**config.mk**
```make
export PLATFORM = sky130hd
export DESIGN_NAME = reg_view_display
export DESIGN_NICKNAME = d
export VERILOG_FILES = /design/src/rtl/reg_view_pkg.sv /design/src/rtl/reg_view_display_btn_debounce.sv /design/src/rtl/reg_view_display.sv
export SDC_FILE = /design/constraint.sdc
export NUM_CORES = 1
export LEC_CHECK = 0
export BUFFER_PORTS_ARGS = -buffer_cell sky130_fd_sc_hd__buf_4
export CORE_AREA = 2 2 219 221
export DETAILED_ROUTE_END_ITERATION = 6
export DIE_AREA = 0 0 221 223
export SYNTH_ARGS = -nofsm -noshare
export SYNTH_HDL_FRONTEND = slang
export SYNTH_SLANG_ARGS = --single-unit
```
**constraint.sdc**
```tcl
create_clock -name clk -period 4.4 [get_ports clk]
set_input_delay 1.1 -clock clk [delete_from_list [all_inputs] [get_ports clk]]
set_output_delay 1.1 -clock clk [all_outputs]
set_load 0.05 [all_outputs]
```
**src/rtl/reg_view_pkg.sv**
```systemverilog
// reg_view_pkg: shared constants and helpers for the register view display
package reg_view_pkg;
  localparam int DIGITS = 8;
  localparam logic [6:0] HEX_SEG [16] = '{
    7'h40, 7'h79, 7'h24, 7'h30, 7'h19, 7'h12, 7'h02, 7'h78,
    7'h00, 7'h10, 7'h08, 7'h03, 7'h46, 7'h21, 7'h06, 7'h0E
  };
  function automatic int view_width(input int num_regs);
    return $clog2(num_regs + 1);
  endfunction
endpackage

```
**src/rtl/reg_view_display_btn_debounce.sv**
```systemverilog
// btn_debounce: synchronizes, debounces and edge-detects one raw push-button
module btn_debounce #(
  parameter int DEBOUNCE_CYCLES = 1_000_000
) (
  input  logic clk,
  input  logic reset,
  input  logic btn,
  output logic press
);
  localparam int CW = $clog2(DEBOUNCE_CYCLES > 1 ? DEBOUNCE_CYCLES : 2);
  localparam logic [CW-1:0] CNT_MAX = CW'(DEBOUNCE_CYCLES - 1);
  logic [1:0] sync_q, sync_d;
  logic stable_q, stable_d, press_q, press_d;
  logic [CW-1:0] cnt_q, cnt_d;
  always_comb begin
    sync_d = {sync_q[0], btn};
    stable_d = (sync_q[1] != stable_q && cnt_q == CNT_MAX) ? sync_q[1] : stable_q;
    cnt_d = (sync_q[1] == stable_q || cnt_q == CNT_MAX) ? '0 : cnt_q + 1'b1;
    press_d = stable_d & ~stable_q;
  end
  always_ff @(posedge clk or negedge reset) begin
    if (!reset) begin
      sync_q <= '0;
      stable_q <= 1'b0;
      cnt_q <= '0;
      press_q <= 1'b0;
    end else begin
      sync_q <= sync_d;
      stable_q <= stable_d;
      cnt_q <= cnt_d;
      press_q <= press_d;
    end
  end
  assign press = press_q;
endmodule

```
**src/rtl/reg_view_display.sv**
```systemverilog
// reg_view_display: selects a register/PC view and shows it on a multiplexed 8-digit 7-segment display
module reg_view_display
  import reg_view_pkg::*;
#(
  parameter int NUM_REGS = 16,
  parameter int REFRESH_DIV = 50_000,
  parameter int DEBOUNCE_CYCLES = 1_000_000,
  parameter int AUTO_CYCLES = 50_000_000
) (
  input  logic                     clk,
  input  logic                     reset,
  input  logic [NUM_REGS-1:0][31:0] regs_in,
  input  logic [31:0]              pc_in,
  input  logic                     btn_next,
  input  logic                     btn_prev,
  input  logic                     auto_en,
  output logic [7:0]               an,
  output logic [6:0]               seg,
  output logic                     dp,
  output logic [4:0]               view_idx
);
  localparam int VW = view_width(NUM_REGS);
  localparam int PW = $clog2(REFRESH_DIV > 1 ? REFRESH_DIV : 2);
  localparam int AW = $clog2(AUTO_CYCLES > 1 ? AUTO_CYCLES : 2);
  localparam int DW = $clog2(DIGITS);
  localparam logic [VW-1:0] PC_VIEW = VW'(NUM_REGS);
  localparam logic [PW-1:0] PRE_MAX = PW'(REFRESH_DIV - 1);
  localparam logic [AW-1:0] AUTO_MAX = AW'(AUTO_CYCLES - 1);
  localparam logic [DW-1:0] LAST_DIG = DW'(DIGITS - 1);
  logic next_p, prev_p, tick, auto_tc, press_any, inc, dec, load;
  logic [VW-1:0] view_q, view_d;
  logic [PW-1:0] pre_q, pre_d;
  logic [AW-1:0] auto_q, auto_d;
  logic [DW-1:0] dig_q, dig_d;
  logic [31:0] snap_q, snap_d;
  logic [7:0] an_q, an_d;
  logic [6:0] seg_q, seg_d;
  logic dp_q, dp_d;
  logic [3:0] nib;
  logic [NUM_REGS:0][31:0] src;
  assign src = {pc_in, regs_in};
  btn_debounce #(.DEBOUNCE_CYCLES(DEBOUNCE_CYCLES)) u_next (
    .clk(clk), .reset(reset), .btn(btn_next), .press(next_p)
  );
  btn_debounce #(.DEBOUNCE_CYCLES(DEBOUNCE_CYCLES)) u_prev (
    .clk(clk), .reset(reset), .btn(btn_prev), .press(prev_p)
  );
  always_comb begin
    tick = pre_q == PRE_MAX;
    pre_d = tick ? '0 : pre_q + 1'b1;
    auto_tc = auto_en && auto_q == AUTO_MAX;
    press_any = next_p | prev_p;
    inc = (next_p & ~prev_p) | (auto_tc & ~press_any);
    dec = prev_p & ~next_p;
    view_d = inc ? (view_q == PC_VIEW ? '0 : view_q + 1'b1)
           : dec ? (view_q == '0 ? PC_VIEW : view_q - 1'b1) : view_q;
    auto_d = (!auto_en || press_any || auto_tc) ? '0 : auto_q + 1'b1;
    dig_d = tick ? dig_q + 1'b1 : dig_q;
    load = tick && dig_q == LAST_DIG;
    snap_d = load ? src[view_q] : snap_q;
    nib = snap_d[{dig_d, 2'b00} +: 4];
    an_d = tick ? ~(8'(1) << dig_d) : an_q;
    seg_d = tick ? HEX_SEG[nib] : seg_q;
    dp_d = tick ? !(dig_d == LAST_DIG && view_q == PC_VIEW) : dp_q;
  end
  always_ff @(posedge clk or negedge reset) begin
    if (!reset) begin
      view_q <= '0;
      pre_q <= '0;
      auto_q <= '0;
      dig_q <= LAST_DIG;
      snap_q <= '0;
      an_q <= 8'hFF;
      seg_q <= 7'h7F;
      dp_q <= 1'b1;
    end else begin
      view_q <= view_d;
      pre_q <= pre_d;
      auto_q <= auto_d;
      dig_q <= dig_d;
      snap_q <= snap_d;
      an_q <= an_d;
      seg_q <= seg_d;
      dp_q <= dp_d;
    end
  end
  assign an = an_q;
  assign seg = seg_q;
  assign dp = dp_q;
  assign view_idx = 5'(view_q);
endmodule
```
# ---- After elaboration in Yosys (flattened, before gate mapping)
# Memories as Yosys holds them, arrays and structs flattened. A register that Yosys moved wholly into a read port is not among the register bits.
# Cells that the tools add are included.
dict set report classes {
  shifts 2
  n_eq_ne 11
  bitwise 14
  add_sub_neg 7
  muxes 14
  n_reduce_logical 14
  n_lt_le_gt_ge 1
}
# op n
set ops {}
lappend ops {{$bmux 32 s5} 1}
lappend ops {{$mux 32} 2}
lappend ops {{$add 20x1->20 const B} 2}
lappend ops {{$eq 20x20->1 const B} 2}
lappend ops {{$mux 20} 2}
lappend ops {{$shiftx 32x6->4} 1}
lappend ops {{$add 26x1->26 const B} 1}
lappend ops {{$eq 26x26->1 const B} 1}
lappend ops {{$mux 26} 1}
lappend ops {{$mux 5} 4}
lappend ops {{$add 16x1->16 const B} 1}
lappend ops {{$eq 16x16->1 const B} 1}
lappend ops {{$mux 16} 1}
lappend ops {{$not 8->8} 1}
lappend ops {{$shl 1x3->8 const A} 1}
lappend ops {{$eq 3x3->1 const B} 2}
lappend ops {{$lt 5x6->1 const B} 1}
lappend ops {{$add 5x1->5 const B} 1}
lappend ops {{$and 1x1->1} 5}
lappend ops {{$eq 5x5->1 const B} 1}
lappend ops {{$logic_and 1x1->1} 5}
lappend ops {{$logic_not 5->1} 1}
lappend ops {{$not 1->1} 5}
lappend ops {{$not 4->5} 1}
lappend ops {{10 further kinds} 19}
dict set report totals {
  romBits 112
  out_inout_bits 21
  elab_cells 79
  n_memories 1
  inputBits 549
  ff_bits 139
}
# memory depth width read_ports rd_clocked_by_memory_dff wr line
set memory_table {}
lappend memory_table {{(no name shown)} 16 7 1 1 0 reg_view_display.sv:63} ;# seg_d = tick ? HEX_SEG[nib] : seg_q;

# ---- Depth between registers and ports, before layout
# Gate-level depths: netlist of the first run.
dict set report logic_depth {
  word_depth 5
  depth_mapped 18
  ltp_nobuf 15
}

# ---- By module
# A second synthesis of the first run with hierarchy kept.
dict set report hier_totals {
  cells_unflattened 1083
  area_unflattened_um2 11559.8
}
# module cells_per_inst instances area_per_inst_um2 seq_area_each_um2
set modules_own_cells {}
lappend modules_own_cells {reg_view_display 859 1 9212.6 2476.1}
lappend modules_own_cells {btn_debounce 112 2 1173.6 600.6}

# ---- Least setup slack after synthesis of the first run
# OpenSTA, ideal clock, no wires.
dict set report synth_timing {
  kind {reg2reg}
  from {register view_q[1] (netlist: view_idx[1])}
  to {register seg_q[6] (netlist: seg[6])}
  setup_ns 0.097
  t_arrival_ns 3.388
  stages_incl_launch_ff 16
  required_time_ns 4.303
  path_slack_ns 0.915
  path_cell_list {dfrtp_1 -> buf_6 -> buf_6 -> buf_6 -> buf_6 -> buf_4 -> mux4_2 -> a221o_1 -> o22ai_1 -> mux2i_1 -> a21oi_1 -> inv_2 -> ha_1 -> mux2_4 -> nand2_1 -> a31oi_1}
}
dict set report synth_via {
  elab_chain_len 5
}
# element line
set synth_lines {}
lappend synth_lines {{start, declared} reg_view_display.sv:31} ;# logic [VW-1:0] view_q, view_d;
lappend synth_lines {{start signal, assigned} reg_view_display.sv:77} ;# view_q <= view_d;
lappend synth_lines {{$bmux 32 s5} reg_view_display.sv:60} ;# snap_d = load ? src[view_q] : snap_q;
lappend synth_lines {{$mux 32 (implied by the code)} reg_view_display.sv:60}
lappend synth_lines {{$mux 32} reg_view_display.sv:60}
lappend synth_lines {{$shiftx 32x6->4} reg_view_display.sv:61} ;# nib = snap_d[{dig_d, 2'b00} +: 4];
lappend synth_lines {{$not 4->5 (implied by the code)} reg_view_display.sv:63}
lappend synth_lines {{end, declared} reg_view_display.sv:37} ;# logic [6:0] seg_q, seg_d;
# Every way passes these cells. The select of a mux whose other input is x is not followed.
# A chain may end at the register's enable or synchronous reset.

# ---- Worst setup path in the final report of the first run
dict set report layout_timing {
  from {register view_q[0] (netlist: view_idx[0])}
  to {register seg_q[3] (netlist: seg[3])}
}
# The elaborated chain is that of the path after synthesis.

==> metrics, run 1 <==
non-filler cells, final=about 2400; Yosys warnings=0; Worst Hold End=u_next.sync_q[1]$_DFF_PN0_; Setup crit end kind=register; initial antenna violation count=34; total track usage=0.241; sequential share of power=0.385; worst setup path class=register to register; Max clock buf depth=2; Worst VDD drop=0.248 mV; # rows=80; Logic pwr share=0.166; global-route wire length before repair=86900 microns; Root Buffer=clkbuf_16; Num CTS Buffers=17; most common cell after layout, fill and taps aside=buf_4; critical path peak fanout=23; Sink Count=around 150; Post-layout nets=2267; Synth area leader=dfrtp_1; core area=47100 sq um; Syn-to-layout area delta=48.5%; setup TNS=0 ps; R2R depth=13; startpoint class of the critical path=register; vias per inst=between 5 and 6; sw frac=0.231; CTS tree=built; Switch Pwr=around 0.82 mW; synthesized cell area=11600 sq um; Final Wtd Congestion=a little over 0.9; post-cts resize count=0; routed length per instance=about 26 microns; Synth Area per Inst=just over 10 sq um; share of cells above drive strength 1=0.448; top-area cell type share of the netlist area=0.275; Initial Utilization=0.245; vias in the first global route=12485; # fillers=about 4800; FFs w/ async S/R, synth=1.00; Worst Hold Depth=0; total wire length=61100 microns; final routed DRC violation total=0; gr ovfl total=0; R2R Setup Slk=about 390 ps; RSZ-0062 raised after global routing=no; Crit-path slowest cell=and2_1; origin of the worst min-delay path=u_next.sync_q[0]$_DFF_PN0_; top cells by area, synth=dfrtp_1, mux4_2, mux2i_1; commonest cells after routing, fill and taps aside=buf_4, nor2_1, mux2i_1; FF-to-FF Start=view_idx[0]$_DFFE_PN0P_; Post-synth top flop=dfrtp_1; crit share post-route=0.912; DRT Pass-1 Iters=5; Hold/Removal Path Class=register to register; HPWL after DPL=about 51000 microns; Hold Vio Cnt, Final=0; multi-input logic area=about 7300 sq um; PwrDens=around 210 nW/um^2; Port Buffers=roughly 570; FF+latch count, synth=146; Worst Tran Pin Value=between 1000 and 1500 ps; worst clock skew=around 12 ps; Routed Antenna Nets=0; initial DRC count=between 900 and 1000; count of final setup violators=0; Post-synth EDFFs=0; total of max-cap violations=0; Largest stage delay, worst path=about 630 ps; syn_nets=between 1500 and 2000; CP required=between 4000 and 5000 ps; post-CTS setup buffer count=0; Seq/Total Area, Yosys=0.318; CTS clk-pin slew, worst paths=around 70 ps; die area=around 49000 sq um; Inst Count DP=2300; outcome=completed; Crit Reg-Reg Endpoint=seg[3]$_DFFE_PN1N_; Arrival @ worst endpoint=4350 ps; synth unique cells=between 80 and 90; Clock power frac=0.449; fin crit period=between 4000 and 5000 ps; P_leak=about 7 nW; Die X=~220 microns; Mapped Cells=approximately 1100; Internal=approximately 2.7 mW; Ports=570; largest net degree at the start of global routing=88; Slew Viols, Final=0; hold slack=~350 ps; Chip Height=around 220 microns; Vias=between 10000 and 15000; Max Clock Freq=249 MHz; cells along the critical path=nor4_1 > and2_1 > buf_4 > a221oi_1 > buf_4 > o32a_1 > a22o_1 > inv_1 > ha_1 > inv_1 > nand3_1 > a21oi_1 > o31ai_1; H-Tree Depth=4; Post-CTS Hold Buffers=0; Clk Latency, worst-skew pair=approximately 430 ps; relative slew slack=0.324; Register Area=3690 sq um; Power Total=between 3 and 4 mW
[per-stage QoR]
step	util	instance area, sq um	setup slack (ps)
final	0.364	17200	388
after global routing	0.364	17200	239
after CTS	0.363	17100	504
after detailed placement	0.349	16500	488
after global placement	0.349	16500	524
after floorplan	-	11600	915
[sequential cells by signal (all words and copies together) (netlist names), 3 cells and up]
register      cells
view_idx          5
u_next.cnt_q     20
pre_q            16
dig_q             3
auto_q           26
seg               7
snap_q           32
an                8
u_prev.cnt_q     20
[critical path, delay by kind of cell (launching register included)]
family / cells / cell delay [ps]
AOI/OAI and AO/OA: 5 / 1060
adders and majority gates: 1 / 220
buffers and inverters: 4 / 810
DFF: 1 / 620
and+or+nand+nor: 3 / 1180
[final cells by class]
type / count / area share
diodes: 22 / 0.00321
clock inverters: 11 / 0.0103
clock buffers: 21 / 0.0268
repair buffers: 611 / 0.270
multi-input cells: 904 / 0.425
inverters: 24 / 0.00554
flip-flops and latches: 146 / 0.215
well taps: 615 / 0.0448
[power groups by stage]
stage	registers, mW	clock network [mW]	logic [mW]
global placement	1.39	0	0.581
CTS	1.36	1.62	0.590
detailed placement	1.39	0	0.587
floorplan	1.38	0	0.114
global route	1.36	1.68	0.623
finish	1.36	1.59	0.586
[cells in the mapped netlist (all sizes together), types with 5 or more instances]
master,number
a31oi,13
nand4,10
o211ai,7
a221oi,14
buf,56
o21a,5
o31ai,5
a211oi,13
ha,14
a2111oi,10
or4b,5
clkbuf,18
mux2i,127
a22oi,11
nor2b,7
dfstp,19
a32oi,5
a221o,5
mux2,12
xnor2,31
xor2,40
nor4,10
nand2b,6
nand3,54
mux4,64
nand2,55
a31o,5
o22ai,51
o21ai,20
a21oi,42
inv,23
or3,7
nor3,13
nor2,163
and2,6
and3,22
dfrtp,127
[per-layer routing]
layer	track usage	wire (microns)	share of wire	up-vias
met3	0.0498	3810	0.062	92
met5	0	56	0.00092	-
li1	-	-	-	5508
met2	0.421	31300	0.51	641
met4	0.118	2030	0.033	8
met1	0.281	23900	0.39	6056
[cell families after synthesis]
| kind of cell | Yosys count | share of synthesized area |
|---|---|---|
| simple gates | 389 | 0.169 |
| compound gates | 227 | 0.143 |
| mux | 203 | 0.248 |
| flops | 146 | 0.318 |
| buf+inv | 98 | 0.0511 |
| xor+xnor | 71 | 0.0555 |
| fa+ha+maj | 14 | 0.0152 |
[worst max-delay path by stage]
stage / start / to / slack, ps / cells after the start
after CTS: view_idx[0]$_DFFE_PN0P_ / seg[3]$_DFFE_PN1N_ / 500 / 13
final: view_idx[0]$_DFFE_PN0P_ / seg[3]$_DFFE_PN1N_ / 390 / 13
after detailed placement: regs_in[73] / seg[6]$_DFFE_PN1N_ / 490 / 12
after global routing: view_idx[0]$_DFFE_PN0P_ / seg[5]$_DFFE_PN1N_ / 240 / 13
after floorplan: view_idx[1]$_DFFE_PN0P_ / seg[6]$_DFFE_PN1N_ / 910 / 15
after global placement: regs_in[73] / seg[6]$_DFFE_PN1N_ / 520 / 12
Note: power is estimated with default switching activity, not from simulation.
==> run 2, diff against run 1 <==
- REMOVE_ABC_BUFFERS: not set -> 1
==> metrics, run 2 (synthesis gave the netlist of run 1 again) <==
gr ovfl total=0 (unchanged); max reg flops=32 (unchanged); core area=47100 sq um (unchanged); Slew Viols, Final=0 (unchanged); total of max-cap violations=0 (unchanged); Setup crit end kind=register (unchanged); total track usage=0.225 (was 0.241); post-CTS setup buffer count=0 (unchanged); count of final setup violators=0 (unchanged); Ports=570 (unchanged); HPWL after DPL=47500 microns (was 51400 microns); total wire length=56900 microns (was 61100 microns); FF-to-FF Start=view_idx[1]$_DFFE_PN0P_ (was view_idx[0]$_DFFE_PN0P_); Num CTS Buffers=17 (unchanged); Core Util, Final=0.362 (was 0.364); H-Tree Depth=4 (unchanged); vias per inst=5.12 (was 5.23); R2R depth=15 (was 13); CTS clk-pin slew, worst paths=60 ps (was 70 ps); most common cell after layout, fill and taps aside=buf_4 (unchanged); Inst Count DP=2299 (was 2300); worst setup path class=register to register (unchanged); hold slack=348 ps (was 352 ps); Max Clock Freq=253 MHz (was 249 MHz); final worst setup slack=453 ps (was 388 ps); worst clock skew=11.4 ps (was 11.7 ps); die area=49300 sq um (unchanged); final instance area=17100 sq um (was 17200 sq um); global-route wire length before repair=81700 microns (was 86900 microns); setup TNS=0 ps (unchanged); DRT Pass-1 Iters=5 (unchanged); post-cts resize count=0 (unchanged); Worst Tran Pin Value=1020 ps (was 1010 ps); placed cell area=16400 sq um (was 16500 sq um); Initial Utilization=0.245 (unchanged); Vias=11973 (was 12305); crit share post-route=0.897 (was 0.912); dpl ws=443 ps (was 488 ps); Clk Latency, worst-skew pair=430 ps (about the same); # rows=80 (unchanged); Hold Vio Cnt, Final=0 (unchanged); initial antenna violation count=19 (was 34); CP required=4730 ps (was 4740 ps); Die X=221 microns (unchanged); Worst VDD drop=0.196 mV (was 0.248 mV); routed length per instance=24.3 microns (was 26.0 microns); PwrDens=200 nW/um^2 (was 206 nW/um^2); outcome=completed (unchanged); critical path peak fanout=25 (was 23); Hold/Removal Path Class=register to register (unchanged); Worst Hold Depth=0 (unchanged); Routed Antenna Nets=0 (unchanged); Root Buffer=clkbuf_16 (unchanged); RSZ-0062 raised after global routing=no (unchanged); Power Total=3.42 mW (was 3.54 mW); Max clock buf depth=2 (unchanged); Chip Height=223 microns (unchanged); P_leak=7.09 nW (was 7.11 nW); largest reg by FF count=snap_q (unchanged); Final Wtd Congestion=0.955 (was 0.927); Syn-to-layout area delta=47.7% (was 48.5%); Arrival @ worst endpoint=4280 ps (was 4350 ps); vias in the first global route=12259 (was 12485); biggest regs=snap_q: 32 flops, auto_q: 26 flops (unchanged); initial DRC count=692 (was 984); relative slew slack=0.320 (was 0.324); commonest cells after routing, fill and taps aside=buf_4, nor2_1, mux2i_1 (unchanged); final routed DRC violation total=0 (unchanged); Port Buffers=569 (unchanged); Sink Count=146 (unchanged); CTS tree=built (unchanged); R2R Setup Slk=450 ps (was 390 ps); Worst Hold End=u_next.sync_q[1]$_DFF_PN0_ (unchanged); Post-CTS Hold Buffers=0 (unchanged); origin of the worst min-delay path=u_next.sync_q[0]$_DFF_PN0_ (unchanged); startpoint class of the critical path=register (unchanged); largest net degree at the start of global routing=85 (was 88); share of cells above drive strength 1=0.449 (was 0.448); fin crit period=3950 ps (was 4010 ps); Post-layout nets=2266 (was 2267); non-filler cells, final=2339 (was 2354); Crit Reg-Reg Endpoint=seg[0]$_DFFE_PN1N_ (was seg[3]$_DFFE_PN1N_)
-- run 2: cell types whose count changed in the layout (fill, tap and decap cells not counted) --
cell,previous run,this run
diode_2,22,8
bufinv_16,4,2
inv_6,1,3
and2_1,5,4
and2_2,0,1
and4_1,4,3
and4_2,0,1
buf_12,3,2
clkbuf_8,2,3
clkinv_2,0,1
clkinv_4,3,2
clkinvlp_4,4,3
-- run 2: cell type report --
class / count / area (sq um)
Tap cell: 615 / 769
Clock inverter: 10 / 123
Multi-Input combinational cell: 904 / 7290
Timing Repair Buffer: 610 / 4610
Inverter: 24 / 95.1
Sequential cell: 146 / 3690
Antenna cell: 8 / 20.0
Fill cell: 4779 / 30100
Clock buffer: 22 / 474
-- run 2: how the worst max path moves through the flow --
| stage | start | end | slack [ps] | cells after the start |
|---|---|---|---|---|
| after floorplan | view_idx[1]$_DFFE_PN0P_ | seg[3]$_DFFE_PN1N_ | -4130 | 12 |
| after global placement | regs_in[8] | seg[0]$_DFFE_PN1N_ | 420 | 13 |
| after detailed placement | regs_in[8] | seg[0]$_DFFE_PN1N_ | 440 | 13 |
| after CTS | view_idx[1]$_DFFE_PN0P_ | seg[0]$_DFFE_PN1N_ | 440 | 15 |
| after global routing | view_idx[1]$_DFFE_PN0P_ | seg[0]$_DFFE_PN1N_ | 180 | 15 |
| final | view_idx[1]$_DFFE_PN0P_ | seg[0]$_DFFE_PN1N_ | 450 | 15 |
-- run 2: routing by layer --
layer,share of wire,vias to the layer above,global-route usage
met3,0.065,66,0.0490
met2,0.49,525,0.386
met4,0.030,6,0.0736
li1,-,5467,-
met5,0.00069,-,0
met1,0.42,5909,0.281
-- run 2: critical path: stages (launching register included) --
cell	delay (ps)
dfrtp_4	670
buf_4	440
mux2i_1	310
o22ai_1	160
nor4_1	470
buf_4	200
a211oi_1	50
o21ai_0	160
a32oi_1	80
a21oi_1	460
inv_2	130
ha_1	260
nor2_1	160
nand3_1	100
o31ai_1	80
a211oi_1	100
-- run 2: where the power goes --
group / switching (mW) / internal, mW / total (mW)
sequential: 0.00878 / 1.35 / 1.36
combinational: 0.189 / 0.386 / 0.574
clock: 0.596 / 0.886 / 1.48
total: 0.794 / 2.63 / 3.42
==> run 3, diff against run 2 <==
- clock period: 4.4 -> 4.7 ns (I/O delays scaled with it)
==> metrics, run 3 (synthesis gave the netlist of run 1 again) <==
outcome=completed (unchanged); cells along the critical path=buf_4 > mux2i_1 > o22ai_1 > nor4_1 > a211oi_1 > o21ai_0 > a32oi_1 > a21oi_1 > inv_2 > ha_1 > nor2_1 > nand3_1 > o31ai_1 > a211oi_1 (was buf_4 > mux2i_1 > o22ai_1 > nor4_1 > buf_4 > a211oi_1 > o21ai_0 > a32oi_1 > a21oi_1 > inv_2 > ha_1 > nor2_1 > nand3_1 > o31ai_1 > a211oi_1); post-cts resize count=0 (unchanged); Worst Setup SP=view_idx[1]$_DFFE_PN0P_ (unchanged); total of max-cap violations=0 (unchanged); CTS clk-pin slew, worst paths=60 ps (about the same); total wire length=56400 microns (was 56900 microns); final instance area=17100 sq um (about the same); Vias=11850 (was 11973); Routed Antenna Nets=0 (unchanged); Setup crit end kind=register (unchanged); biggest regs=snap_q: 32 flops, auto_q: 26 flops (unchanged); Ports=570 (unchanged); Syn-to-layout area delta=47.7% (about the same); initial antenna violation count=14 (was 19); final worst setup slack=647 ps (was 453 ps); die area=49300 sq um (unchanged); worst setup path class=register to register (unchanged); Worst Hold Depth=0 (unchanged); P_leak=7.06 nW (was 7.09 nW); Root Buffer=clkbuf_16 (unchanged); final routed DRC violation total=0 (unchanged); vias per inst=5.11 (was 5.12); Chip Height=223 microns (unchanged); R2R Setup Slk=650 ps (was 450 ps); Num CTS Buffers=17 (unchanged); startpoint class of the critical path=register (unchanged); worst clock skew=12.6 ps (was 11.4 ps); Port Buffers=569 (unchanged); largest reg by FF count=snap_q (unchanged); Sink Count=146 (unchanged); total track usage=0.224 (was 0.225); Worst Path Buf+Inv=2 (was 3); dpl ws=526 ps (was 443 ps); Clk Latency, worst-skew pair=430 ps (about the same); Post-layout nets=2250 (was 2266); share of cells above drive strength 1=0.445 (was 0.449); max reg flops=32 (unchanged); fin crit period=4050 ps (was 3950 ps); hold slack=348 ps (about the same); setup TNS=0 ps (unchanged); global-route wire length before repair=81400 microns (was 81700 microns); Arrival @ worst endpoint=4390 ps (was 4280 ps); post-CTS setup buffer count=0 (unchanged); crit share post-route=0.862 (was 0.897); PwrDens=199 nW/um^2 (was 200 nW/um^2); Max clock buf depth=2 (unchanged); most used cell along the critical path=a211oi_1; most common cell after layout, fill and taps aside=buf_4 (unchanged); R2R depth=14 (was 15); CTS tree=built (unchanged); Post-CTS Hold Buffers=0 (unchanged); Die X=221 microns (unchanged); relative slew slack=0.337 (was 0.320); Hold Vio Cnt, Final=0 (unchanged); Worst VDD drop=0.201 mV (was 0.196 mV); placed cell area=16400 sq um (about the same); core area=47100 sq um (unchanged); critical path peak fanout=34 (was 25); CP required=5040 ps (was 4730 ps); largest net degree at the start of global routing=85 (unchanged); Crit-path slowest cell=nor4_1 (was dfrtp_4); multi-input logic area=7290 sq um (unchanged); Worst Tran Pin Value=991 ps (was 1020 ps); RSZ-0062 raised after global routing=no (unchanged); gr ovfl total=0 (unchanged); Initial Utilization=0.245 (unchanged); Max Clock Freq=247 MHz (was 253 MHz); FF-to-FF Start=view_idx[1]$_DFFE_PN0P_ (unchanged); CP Depth=14 (was 15); DRT Pass-1 Iters=5 (unchanged); Hold/Removal Path Class=register to register (unchanged); Final Wtd Congestion=0.939 (was 0.955); HPWL after DPL=46600 microns (was 47500 microns); critical path endpoint=seg[0]$_DFFE_PN1N_ (unchanged); initial DRC count=702 (was 692); # fillers=4788 (was 4779); Crit Reg-Reg Endpoint=seg[0]$_DFFE_PN1N_ (unchanged); routed length per instance=24.3 microns (about the same); Register Area=3690 sq um (unchanged); Largest stage delay, worst path=730 ps (was 670 ps); H-Tree Depth=4 (unchanged); Power Total=3.40 mW (was 3.42 mW); Top Family by Delay on Critical Path=compound AO/OA/AOI/OAI gates (unchanged); count of final setup violators=0 (unchanged); vias in the first global route=12330 (was 12259); Slew Viols, Final=0 (unchanged); # rows=80 (unchanged); commonest cells after routing, fill and taps aside=buf_4, nor2_1, mux2i_1 (unchanged)
[run 3: stage by stage]
stage               instances  utilization
floorplan                1074            -
global placement         2283        0.347
detailed placement       2283        0.347
CTS                      2315        0.362
global route             2319        0.362
finish                   2321        0.362
[run 3: where the power goes]
group	switching (mW)	internal [mW]	leakage [nW]	total, mW
registers	0.00804	1.27	1.80	1.28
clock network	0.549	1.04	0.329	1.59
logic	0.176	0.360	4.93	0.536
[run 3: how the worst min path moves through the flow]
stage,startpoint,end
6_report,u_next.sync_q[0]$_DFF_PN0_,u_next.sync_q[1]$_DFF_PN0_
5_1_grt,u_next.sync_q[0]$_DFF_PN0_,u_next.sync_q[1]$_DFF_PN0_
4_1_cts,u_next.sync_q[0]$_DFF_PN0_,u_next.sync_q[1]$_DFF_PN0_
3_5_place_dp,u_next.sync_q[0]$_DFF_PN0_,u_next.sync_q[1]$_DFF_PN0_
3_3_place_gp,u_next.sync_q[0]$_DFF_PN0_,u_next.sync_q[1]$_DFF_PN0_
2_1_floorplan,u_next.sync_q[0]$_DFF_PN0_,u_next.sync_q[1]$_DFF_PN0_
[run 3: per-layer routing]
metal	wire [microns]	global-route usage	share of wire	up-vias
li1	-	-	-	5439
met1	23200	0.275	0.41	5844
met2	28000	0.392	0.50	502
met3	3650	0.0486	0.065	61
met4	1550	0.0675	0.027	4
met5	30	0	0.00053	-
[run 3: area by class of cell]
cell class	count	area share
antenna	6	0.000880
multi-input combinational	904	0.427
tap	615	0.0451
inverter	24	0.00557
sequential	146	0.216
timing repair buffer	594	0.265
clock buffer	20	0.0274
clock inverter	12	0.0132
